===== src/rtl/axis_arb_pkg.sv =====
// Shared types and width helpers for the round-robin AXI-Stream arbiter.
// Pure declarations: no logic, no latency, no flow control of its own.
package axis_arb_pkg;

  typedef enum logic {IDLE = 1'b0, LOCK = 1'b1} arb_state_t;

  localparam int DEF_N_SRC   = 4;
  localparam int DEF_WORD_W  = 8;
  localparam int DEF_BUS_W   = 32;
  localparam int DEF_N_BEATS = 10;

  // Counter/index width that never collapses to zero bits.
  function automatic int clog2_min1(input int n);
    return (n > 1) ? $clog2(n) : 1;
  endfunction

  function automatic int words_per_beat(input int bus_w, input int word_w);
    return bus_w / word_w;
  endfunction

endpackage


===== src/rtl/rr_pick.sv =====
// Round-robin picker: first requester strictly after 'last', wrapping; purely combinational.
// Zero latency; no flow control, the caller decides when the pick is consumed.
module rr_pick
  import axis_arb_pkg::*;
#(
  parameter int N_SRC = DEF_N_SRC,
  parameter int IDX_W = clog2_min1(N_SRC)
) (
  input  logic [N_SRC-1:0] req,
  input  logic [IDX_W-1:0] last,
  output logic [IDX_W-1:0] idx,
  output logic             any
);

  logic [2*N_SRC-1:0] req_dbl;
  logic [2*N_SRC-1:0] window;
  logic [2*N_SRC-1:0] masked;
  logic               found;

  always_comb begin
    req_dbl = {req, req};
    window  = '0;
    // The N_SRC positions just above 'last' in the doubled vector cover every
    // source exactly once in round-robin order, so a plain lowest-bit search
    // handles the wrap without any modulo arithmetic.
    for (int i = 0; i < 2*N_SRC; i++) begin
      window[i] = (i > int'(last)) && (i <= int'(last) + N_SRC);
    end
    masked = req_dbl & window;

    idx   = '0;
    found = 1'b0;
    for (int i = 0; i < 2*N_SRC; i++) begin
      if (masked[i] && !found) begin
        found = 1'b1;
        idx   = (i >= N_SRC) ? IDX_W'(i - N_SRC) : IDX_W'(i);
      end
    end
    any = |req;
  end

endmodule


===== src/rtl/axis_rr_arbiter.sv =====
// Packet-locked round-robin arbiter muxing N_SRC AXI-Stream sources onto one output.
// Zero-latency datapath, one idle bubble per packet; m_ready passes straight to the owner only.
module axis_rr_arbiter
  import axis_arb_pkg::*;
#(
  parameter int N_SRC   = DEF_N_SRC,
  parameter int WORD_W  = DEF_WORD_W,
  parameter int BUS_W   = DEF_BUS_W,
  parameter int N_BEATS = DEF_N_BEATS
) (
  input  logic                          clk,
  input  logic                          rst,
  input  logic [N_SRC-1:0]              s_valid,
  output logic [N_SRC-1:0]              s_ready,
  input  logic [N_SRC-1:0][BUS_W-1:0]   s_data,
  output logic                          m_valid,
  input  logic                          m_ready,
  output logic [BUS_W-1:0]              m_data,
  output logic [$clog2(N_SRC)-1:0]      m_grant,
  output logic                          busy
);

  localparam int IDX_W          = clog2_min1(N_SRC);
  localparam int CNT_W          = clog2_min1(N_BEATS);
  localparam int WORDS_PER_BEAT = words_per_beat(BUS_W, WORD_W);
  localparam logic [CNT_W-1:0] LAST_BEAT = CNT_W'(N_BEATS - 1);

  arb_state_t       state, state_nxt;
  logic [IDX_W-1:0] grant, grant_nxt;
  logic [IDX_W-1:0] last_grant, last_grant_nxt;
  logic [CNT_W-1:0] beat_cnt, beat_cnt_nxt;

  logic [IDX_W-1:0] pick_idx;
  logic             pick_any;

  logic [WORDS_PER_BEAT-1:0][WORD_W-1:0] mux_words;

  rr_pick #(
    .N_SRC (N_SRC),
    .IDX_W (IDX_W)
  ) u_pick (
    .req  (s_valid),
    .last (last_grant),
    .idx  (pick_idx),
    .any  (pick_any)
  );

  always_ff @(posedge clk) begin
    if (rst) begin
      state      <= IDLE;
      grant      <= '0;
      last_grant <= IDX_W'(N_SRC - 1);
      beat_cnt   <= '0;
    end else begin
      state      <= state_nxt;
      grant      <= grant_nxt;
      last_grant <= last_grant_nxt;
      beat_cnt   <= beat_cnt_nxt;
    end
  end

  always_comb begin
    state_nxt      = state;
    grant_nxt      = grant;
    last_grant_nxt = last_grant;
    beat_cnt_nxt   = beat_cnt;
    m_valid        = 1'b0;
    s_ready        = '0;

    case (state)
      IDLE: begin
        if (pick_any) begin
          grant_nxt    = pick_idx;
          beat_cnt_nxt = '0;
          state_nxt    = LOCK;
        end
      end

      LOCK: begin
        m_valid        = s_valid[grant];
        s_ready[grant] = m_ready;
        // The lock survives an owner valid drop; only the final beat releases it.
        if (s_valid[grant] && m_ready) begin
          if (beat_cnt == LAST_BEAT) begin
            beat_cnt_nxt   = '0;
            last_grant_nxt = grant;
            state_nxt      = IDLE;
          end else begin
            beat_cnt_nxt = beat_cnt + CNT_W'(1);
          end
        end
      end

      default: state_nxt = IDLE;
    endcase
  end

  assign mux_words = s_data[grant];
  assign m_data    = mux_words;
  assign m_grant   = grant;
  assign busy      = (state == LOCK);

  a_grant_range: assert property (@(posedge clk) disable iff (rst) int'(grant) < N_SRC);
  a_cnt_range:   assert property (@(posedge clk) disable iff (rst) int'(beat_cnt) < N_BEATS);
  a_idle_quiet:  assert property (@(posedge clk) disable iff (rst)
                                  (state == IDLE) |-> (!m_valid && s_ready == '0));

endmodule


===== config.mk =====
export PLATFORM = sky130hd
export DESIGN_NAME = axis_rr_arbiter
export DESIGN_NICKNAME = d
export VERILOG_FILES = /design/src/rtl/axis_arb_pkg.sv /design/src/rtl/rr_pick.sv /design/src/rtl/axis_rr_arbiter.sv
export SDC_FILE = /design/constraint.sdc
export NUM_CORES = 1
export LEC_CHECK = 0
export ABC_AREA = 1
export BUFFER_PORTS_ARGS = -buffer_cell sky130_fd_sc_hd__buf_2
export CORE_MARGIN = 2
export CORE_UTILIZATION = 33
export DETAILED_ROUTE_END_ITERATION = 7
export GPL_TIMING_DRIVEN = 0
export PLACE_DENSITY = 0.91
export SYNTH_ARGS = -nofsm -noshare
export SYNTH_HDL_FRONTEND = slang
export SYNTH_SLANG_ARGS = --single-unit

===== constraint.sdc =====
create_clock -name clk -period 1.3 [get_ports clk]
set_input_delay 0.13 -clock clk [delete_from_list [all_inputs] [get_ports clk]]
set_output_delay 0.13 -clock clk [all_outputs]
set_load 0.05 [all_outputs]

==> flow_results.org, run 1 <==
** STA
- Final cycle utilization of the critical path :: 1.29
- Achievable clock frequency :: 597 MHz
- Crit path setup slack, layout :: -375 ps
- Final setup violation count :: 44
- RSZ-0062 raised after global routing :: yes
- Total Negative Setup Slacks :: -10830 ps
- Worst max-slew margin expressed relative to the limit :: 0.827
- Max Slew Vio Count :: 0
- Worst slew pin tran :: 259 ps
- The routed design could run at a clock period as short as between 1500 and 2000 ps.
- Hold violation count in the final report :: 0
- Layout Skew :: roughly 3.6 ps

** Die
- The die is between 70 and 80 um wide.
- The floorplan step defined a die boundary enclosing about 4900 um^2.
- Initial standard-cell utilization of the core :: 0.336
- The floorplan step set the die height to between 70 and 80 um.
- 175 I/O pins were placed.
- Total number of placement rows :: 24
- Core Area :: 4290 um^2

** GRT
- Global router's overall resource usage :: 0.343
- Entering global routing, the biggest net connects 11 pins.
- Number of global-route vias before repair :: between 2000 and 3000
- Grt ovf :: 0
- Wire length of the first global-routing pass :: ~14 mm
- Antenna violations before repair :: 0

** Logic synthesis
- Counting distinct cell types in the post-synthesis netlist gives 20.
- Yosys instantiated no cell more often than sky130_fd_sc_hd__nand3_1.
- The share of the Yosys chip area taken by registers is 0.125.
- Synthesis produced approximately 260 cells.
- Proportion of netlist area held by the largest area contributor :: 0.368
- Post-synth top area cell :: sky130_fd_sc_hd__nand3_1
- After synthesis the cells add up to about 1400 um^2.
- Top FF cell, synth :: sky130_fd_sc_hd__dfxtp_1
- Post-synthesis async set-or-reset flop share :: 0
- Main area contributors after synthesis :: sky130_fd_sc_hd__nand3_1, sky130_fd_sc_hd__a22oi_1, sky130_fd_sc_hd__dfxtp_1, sky130_fd_sc_hd__nand2_1, sky130_fd_sc_hd__inv_1
- Number of storage elements in the synthesis netlist :: 9
- Post-Syn Area per Cell :: between 5 and 6 um^2
- Yosys warning count :: 0
- Most instantiated cells after synthesis :: sky130_fd_sc_hd__nand3_1, sky130_fd_sc_hd__nand2_1, sky130_fd_sc_hd__a22oi_1, sky130_fd_sc_hd__inv_1, sky130_fd_sc_hd__nor2_1
- Synthesized netlist net count :: 398
- Yosys mapped a number of flops with a built-in enable equal to 0.

** Run status
- Run status :: finished, violations left
- The checks that failed: negative setup slack.

** Detailed routing
- Dividing the detail-routed wire length by the instance count gives 18.7 um.
- Average vias per placed instance :: 5.98
- The routed layout has 2992 vias.
- Count of nets left with antenna violations after detail routing :: 0
- After detailed routing, the number of remaining DRC violations is 0.
- Wires add up to 9.36 mm.
- The pre-antenna-repair detailed-routing pass consisted of 5 iterations.
- In this run, the number of DRC markers left after iteration 0 of detailed routing was just over 200.

** Finish
- Synthesis-to-finish area growth :: 139%
- Proportion of layout cells with a drive suffix above 1 :: 0.643
- Utilization after layout :: 0.803
- Number of inserted diodes :: 0
- NumNets Final :: about 590
- Summing all non-filler instances in the final layout gives an area of roughly 3400 um^2.

** Critical path
- In this design, the critical path's most frequently occurring cell is sky130_fd_sc_hd__buf_8.
- For the worst setup path, the data arrival time is 1550 ps.
- At the worst endpoint, the required time is 1170 ps.
- Gate family responsible for the most delay along the worst path :: buffers and inverters
- Sort of element at the start of the critical path :: flop
- Slowest-stage cell, CP :: sky130_fd_sc_hd__dfxtp_4
- The worst setup path is captured at a primary output.
- By startpoint and endpoint, the worst setup path is classified as reg2out.
- Largest stage delay on the critical path :: 380 ps
- Ordered list of cells on the worst path :: buf_8 > nor2_4 > buf_8 > a22oi_2 > nand3_4 > buf_8
- Buffers plus inverters on the worst setup path :: 3
- Along the worst path, the maximum fanout reaches 10.

** CTS
- TritonCTS built the clock tree.
- Counting every sink on the clock net gives 9.
- Clock transition at the registers of the reported paths :: about 50 ps
- Number of levels in the clock H-tree :: 1
- Insertion delay of the later-clocked pin in the worst-skew pair :: 240 ps
- Buffer levels on the longest clock path :: 2
- In this run the clock root is driven by a sky130_fd_sc_hd__clkbuf_8.
- Counting the buffers created by CTS gives 3.

** Power and ir drop
- VDD IR max :: between 400 and 500 uV
- Leakage Power :: approximately 1.8 nW
- P per Cell Area :: 815 nW/um^2

** Placed design
- Routability congestion estimate :: between 0.7 and 0.8
- The placed instances occupy a cell area of 2760 um^2.
- Detailed placement ended at an HPWL of around 6.0 mm.
- Input and output buffers added on the ports amount to approximately 170.

** Run
- Across the run, the number of max-cap violations was 0.

** Worst hold path
- The worst hold path belongs to the class in2reg.
-- logic make-up after synthesis --
group / Yosys count / share of synthesized area
simple gates: 172 / 0.553
compound gates: 40 / 0.194
buf+inv: 38 / 0.110
flops: 9 / 0.125
fa+ha+maj: 2 / 0.0173
-- repair_timing --
action                                  4_1_cts  5_1_grt
endpoints found under the setup margin       44       45
hold buffers                                  0        0
pin swaps                                     3       10
gates resized for setup                     124       30
buffers inserted                              4        6
cloned                                        0        0
-- placed cells by master, fill, tap and decap left out, types with 3 or more instances in the layout --
| cell | synthesis | final |
|---|---|---|
| sky130_fd_sc_hd__dfxtp_1 | 9 | 5 |
| sky130_fd_sc_hd__a22oi_2 | 0 | 23 |
| sky130_fd_sc_hd__nor3_4 | 0 | 4 |
| sky130_fd_sc_hd__nand3_4 | 0 | 12 |
| sky130_fd_sc_hd__nor2_2 | 1 | 3 |
| sky130_fd_sc_hd__inv_1 | 16 | 15 |
| sky130_fd_sc_hd__buf_2 | 10 | 137 |
| sky130_fd_sc_hd__nor2_4 | 0 | 3 |
| sky130_fd_sc_hd__nor2_1 | 15 | 10 |
| sky130_fd_sc_hd__buf_6 | 0 | 32 |
| sky130_fd_sc_hd__dfxtp_4 | 0 | 3 |
| sky130_fd_sc_hd__nand2_4 | 0 | 4 |
| sky130_fd_sc_hd__a22oi_1 | 31 | 8 |
| sky130_fd_sc_hd__clkbuf_2 | 0 | 5 |
| sky130_fd_sc_hd__nand3_1 | 106 | 72 |
| sky130_fd_sc_hd__clkbuf_8 | 0 | 4 |
| sky130_fd_sc_hd__nand2_1 | 40 | 36 |
| sky130_fd_sc_hd__nand3_2 | 0 | 22 |
| sky130_fd_sc_hd__buf_4 | 1 | 8 |
| sky130_fd_sc_hd__a21oi_1 | 6 | 5 |
| sky130_fd_sc_hd__buf_8 | 0 | 16 |
-- report_power, final --
group	internal, mW	switching [mW]	leakage [nW]
sequential	0.289	0.0179	0.0749
combinational	0.874	1.30	1.66
clock	0.214	0.120	0.0228
total	1.38	1.44	1.76
-- area by class of cell --
| cell class | instances | area, um^2 |
|---|---|---|
| tap | 52 | 65.1 |
| buffer | 21 | 259 |
| sequential | 9 | 193 |
| timing repair buffer | 183 | 1220 |
| fill | 276 | 846 |
| inverter | 17 | 70.1 |
| clock buffer | 4 | 45.0 |
| multi-input combinational | 214 | 1590 |
-- flip-flops by register name, indices dropped and copies added, names as in the netlist --
name	cells
busy	1
last_grant	2
beat_cnt	4
m_grant	2
-- path summary, 6_finish.rpt --
kind                             startpoint     endpoint  slack [ps]  cells after the start
worst max-delay path             m_grant[0]   m_data[22]        -380                      6
worst min-delay path                    rst  beat_cnt[0]         100                      2
worst min register to register  beat_cnt[1]  beat_cnt[1]         510                      2
worst max register to register   m_grant[1]  beat_cnt[3]        -110                     10
-- metal layers --
metal	part of all wire	vias to the layer above	GRT usage
met1	0.35	1391	0.365
li1	-	1316	-
met5	0	-	0
met3	0.074	62	0.0548
met4	0.053	0	0.154
met2	0.52	223	0.653
-- per-stage QoR --
stage	setup WS [ps]	instances	hold WS [ps]	total power [mW]
final	-375	500	100	2.81
after global placement	-331	487	333	1.91
after floorplan	-117	261	199	1.46
after CTS	-281	495	96.3	2.65
after detailed placement	-358	487	343	1.94
after global routing	-413	500	113	2.91
Note: power is estimated with default switching activity, not from simulation.
==> inputs of run 2 (changes only) <==
==> constraint.sdc (replaced) <==
create_clock -name clk -period 1.9 [get_ports clk]
set_input_delay 0.19 -clock clk [delete_from_list [all_inputs] [get_ports clk]]
set_output_delay 0.19 -clock clk [all_outputs]
set_load 0.05 [all_outputs]
==> run 2 against run 1 <==
The flow now finishes without violations. Critical path depth is 1 lower. Sequential share of layout area is 1.3 points higher. Flip-flop and latch count stayed put. Utilization is 18 points lower. Hold slack better by 64 ps.
==> flow_results.org, run 2 (synthesized netlist as in run 1, its figures left out) <==
** GRT
- Met2 usage in global routing :: 0.501 (-0.152)
- Grt ovf :: 0 (unchanged)
- The first-pass GRT wire length came to 11.4 mm (-17%).
- The maximum number of pins on one net before global-route repair is 11 (unchanged).
- Met3 routing resource usage after global routing :: 0.0404 (-0.0144)
- The via count of the first global-routing pass was 2575 (-13%).
- The met1 global-route usage is 0.336 (-0.0293).
- The overall routing resource usage came to 0.279 (-0.0636).
- The number of antenna violations at the first check in global routing came to 3 (+3).
- The global routing stage identified its most utilized layer as met2.

** CTS
- CTS placed an instance of sky130_fd_sc_hd__clkbuf_8 at the clock tree root.
- The number of buffers added to fix hold violations after cts was 0 (unchanged).
- Insertion delay of the later-clocked pin in the worst-skew pair :: 240 ps (about the same)
- Number of clock buffers inserted by TritonCTS :: 3 (unchanged)
- The H-tree depth was 1 (unchanged).
- The number of buffers on the longest clock path came to 2 (unchanged).
- The total setup buffers inserted after CTS was 0 (-4).
- CTS tree :: yes
- Clock transition at the registers of the reported paths :: 50 ps (about the same)
- Clock sinks :: 9 (unchanged)

** Detailed routing
- Average vias per placed instance :: 5.42 (-9.4%)
- Number of detailed-routing iterations run before antenna repair :: 5 (unchanged)
- The vias after detailed routing was 2678 (-10%).
- Count of nets left with antenna violations after detail routing :: 0 (unchanged)
- The sum of routed wire length over all layers was 7.21 mm (-23%).
- The mean routed wirelength per cell came to 14.6 um (-22%).
- DRT iter0 DRCs :: 154 (-25%)
- The count of unresolved DRC violations after routing was 0 (unchanged).

** Finish
- The library cell used most frequently in the layout, excluding fill and tap cells, is sky130_fd_sc_hd__buf_2.
- In the layout the commonest cells are sky130_fd_sc_hd__buf_2, sky130_fd_sc_hd__nand3_1, sky130_fd_sc_hd__nand2_1, sky130_fd_sc_hd__a22oi_1.
- The ratio of cells with drive above 1 in the final layout was 0.519 (-0.123).
- Flip-flop count of the largest register after layout :: 4 (unchanged)
- Final Instance Area :: 2660 um^2 (-23%)
- Non-filler instance count after layout :: 494 (-1.2%)
- Counting flops per register, the top entry is beat_cnt.
- The fraction of the core area covered by cells at the end of the flow came to 0.619 (-0.184).
- From synthesis to final layout, the design area changed by 84.2%.
- The number of nets in the layout is 577 (-1.5%).

** Run status
- The flow ran to the end, and the final reports show no timing, DRC or antenna violations.

** Die
- X dimension of the die :: 70.1 um (unchanged)
- Initial standard-cell utilization of the core :: 0.336 (unchanged)
- Boundary pin count :: 175 (unchanged)
- Area of the die :: 4920 um^2 (unchanged)
- The area of the core is 4290 um^2 (unchanged).
- The number of rows created at floorplan was 24 (unchanged).
- Die height :: 70.1 um (unchanged)

** STA
- Worst slew pin tran :: 445 ps (+186 ps)
- The worst path in the final design needs a cycle of 1830 ps, including I/O delays and setup.
- Layout Skew :: 3.67 ps (+0.0942 ps)
- Hold violation count in the final report :: 0 (unchanged)
- The number of pins exceeding their max-slew limit in the final report came to 0 (unchanged).
- Timing would allow up to about 550 MHz.
- The normalized max-slew margin is 0.703 (-0.124).
- Final hold slack :: 164 ps (+64.1 ps)
- Final setup violation count :: 0 (-100%)
- In the finished design, the share of the clock period the worst path needs comes to 0.965.

** Critical path
- The worst setup path is of the reg2out kind.
- The data required time of the critical path came to 1710 ps (+540 ps).
- Crit path arrival time :: 1640 ps (+90 ps)
- The largest fanout on the critical path is 10 (unchanged).
- Worst reg2reg path endpoint :: last_grant[1]
- Sort of element at the start of the critical path :: flop
- STA classifies the critical path endpoint as a primary output.
- Register-to-Register Path Depth :: 8 (-2)
- The reg2reg setup slack came to 570 ps (+680 ps).
- In this run the critical register-to-register path is launched from m_grant[0].

** Power and ir drop
- The fraction of power consumed by the clock network came to 0.150 (+0.031).
- Switching pwr :: 823 uW (-43%)
- The switching part of the total came to 0.541 (+0.0308).
- The total design power was 1.52 mW (-46%).
- Cell Int Power :: 698 uW (-49%)
- The largest voltage drop on the vdd net is 278 uV (-36%).
- Leakage Power :: 1.49 nW (-15%)
- Fraction of power consumed by combinational cells :: 0.713 (-0.059)
- P per Cell Area :: 572 nW/um^2 (-30%)
- Sequential fraction of design power :: 0.137 (+0.028)

** Placed design
- Cell count after placement :: 487 (unchanged)
- The placed wire-length estimate after detailed placement is 5.83 mm (-3.4%).
- Routability congestion estimate :: 0.861 (+8.8%)
- The count of buffers inserted at the top-level ports came to 174 (unchanged).
- The cell area after placement is 2490 um^2 (-9.6%).

** Worst hold path
- The number of cells on the worst hold path is 2 (unchanged).
- Hold worst-path end :: beat_cnt[0]
- HP Start :: rst
- Hold WC Path Type :: in2reg

** Run
- The number of maximum-capacitance constraint violations came to 0 (unchanged).
run 2: metal layers:
metal	share of wire	wire, um
met5	0	0
met4	0.031	227
met3	0.067	481
met2	0.50	3600
met1	0.40	2900
run 2: final cells by class:
cell class / count / area (um^2)
Fill cell: 406 / 1640
Multi-Input combinational cell: 214 / 1230
Timing Repair Buffer: 174 / 928
Sequential cell: 9 / 184
Buffer: 21 / 136
Tap cell: 52 / 65.1
Inverter: 17 / 63.8
Clock buffer: 3 / 41.3
Antenna cell: 3 / 7.51
Clock inverter: 1 / 5.00
run 2: worst max path at each step:
stage / start / end / slack [ps] / cells past startpoint
3_3_place_gp: m_grant[1] / m_data[22] / 90 / 6
4_1_cts: m_grant[1] / m_data[27] / -0.3 / 5
5_1_grt: m_grant[1] / m_data[23] / -3 / 6
2_1_floorplan: m_grant[1] / s_ready[0] / 3 / 4
3_5_place_dp: m_grant[1] / m_data[22] / 80 / 6
6_report: m_grant[1] / m_data[12] / 70 / 5
run 2: repair_timing:
action | 4_1_cts | 5_1_grt
endpoints found under the setup margin | 31 | 29
gates resized for setup | 22 | 31
pin swaps | 0 | 1
run 2: critical path: stages (launching register included):
cell	delay (ps)
sky130_fd_sc_hd__dfxtp_1	330
sky130_fd_sc_hd__buf_4	180
sky130_fd_sc_hd__buf_1	380
sky130_fd_sc_hd__nand3_1	150
sky130_fd_sc_hd__nand3_1	110
sky130_fd_sc_hd__buf_2	260
run 2: power by group through the flow:
stage | registers [mW] | logic (mW) | clock network [mW]
3_3_place_gp | 0.211 | 1.01 | 0
3_5_place_dp | 0.211 | 1.02 | 0
5_1_grt | 0.210 | 1.15 | 0.242
4_1_cts | 0.208 | 1.06 | 0.231
2_1_floorplan | 0.226 | 0.685 | 0
6_report | 0.209 | 1.08 | 0.228
run 2: metrics by stage:
stage / setup slack (ps) / TNS (ps)
floorplan: 2.67 / 0
global placement: 85.9 / 0
detailed placement: 80.1 / 0
CTS: -0.304 / -0.304
global route: -2.77 / -2.77
finish: 66.9 / 0
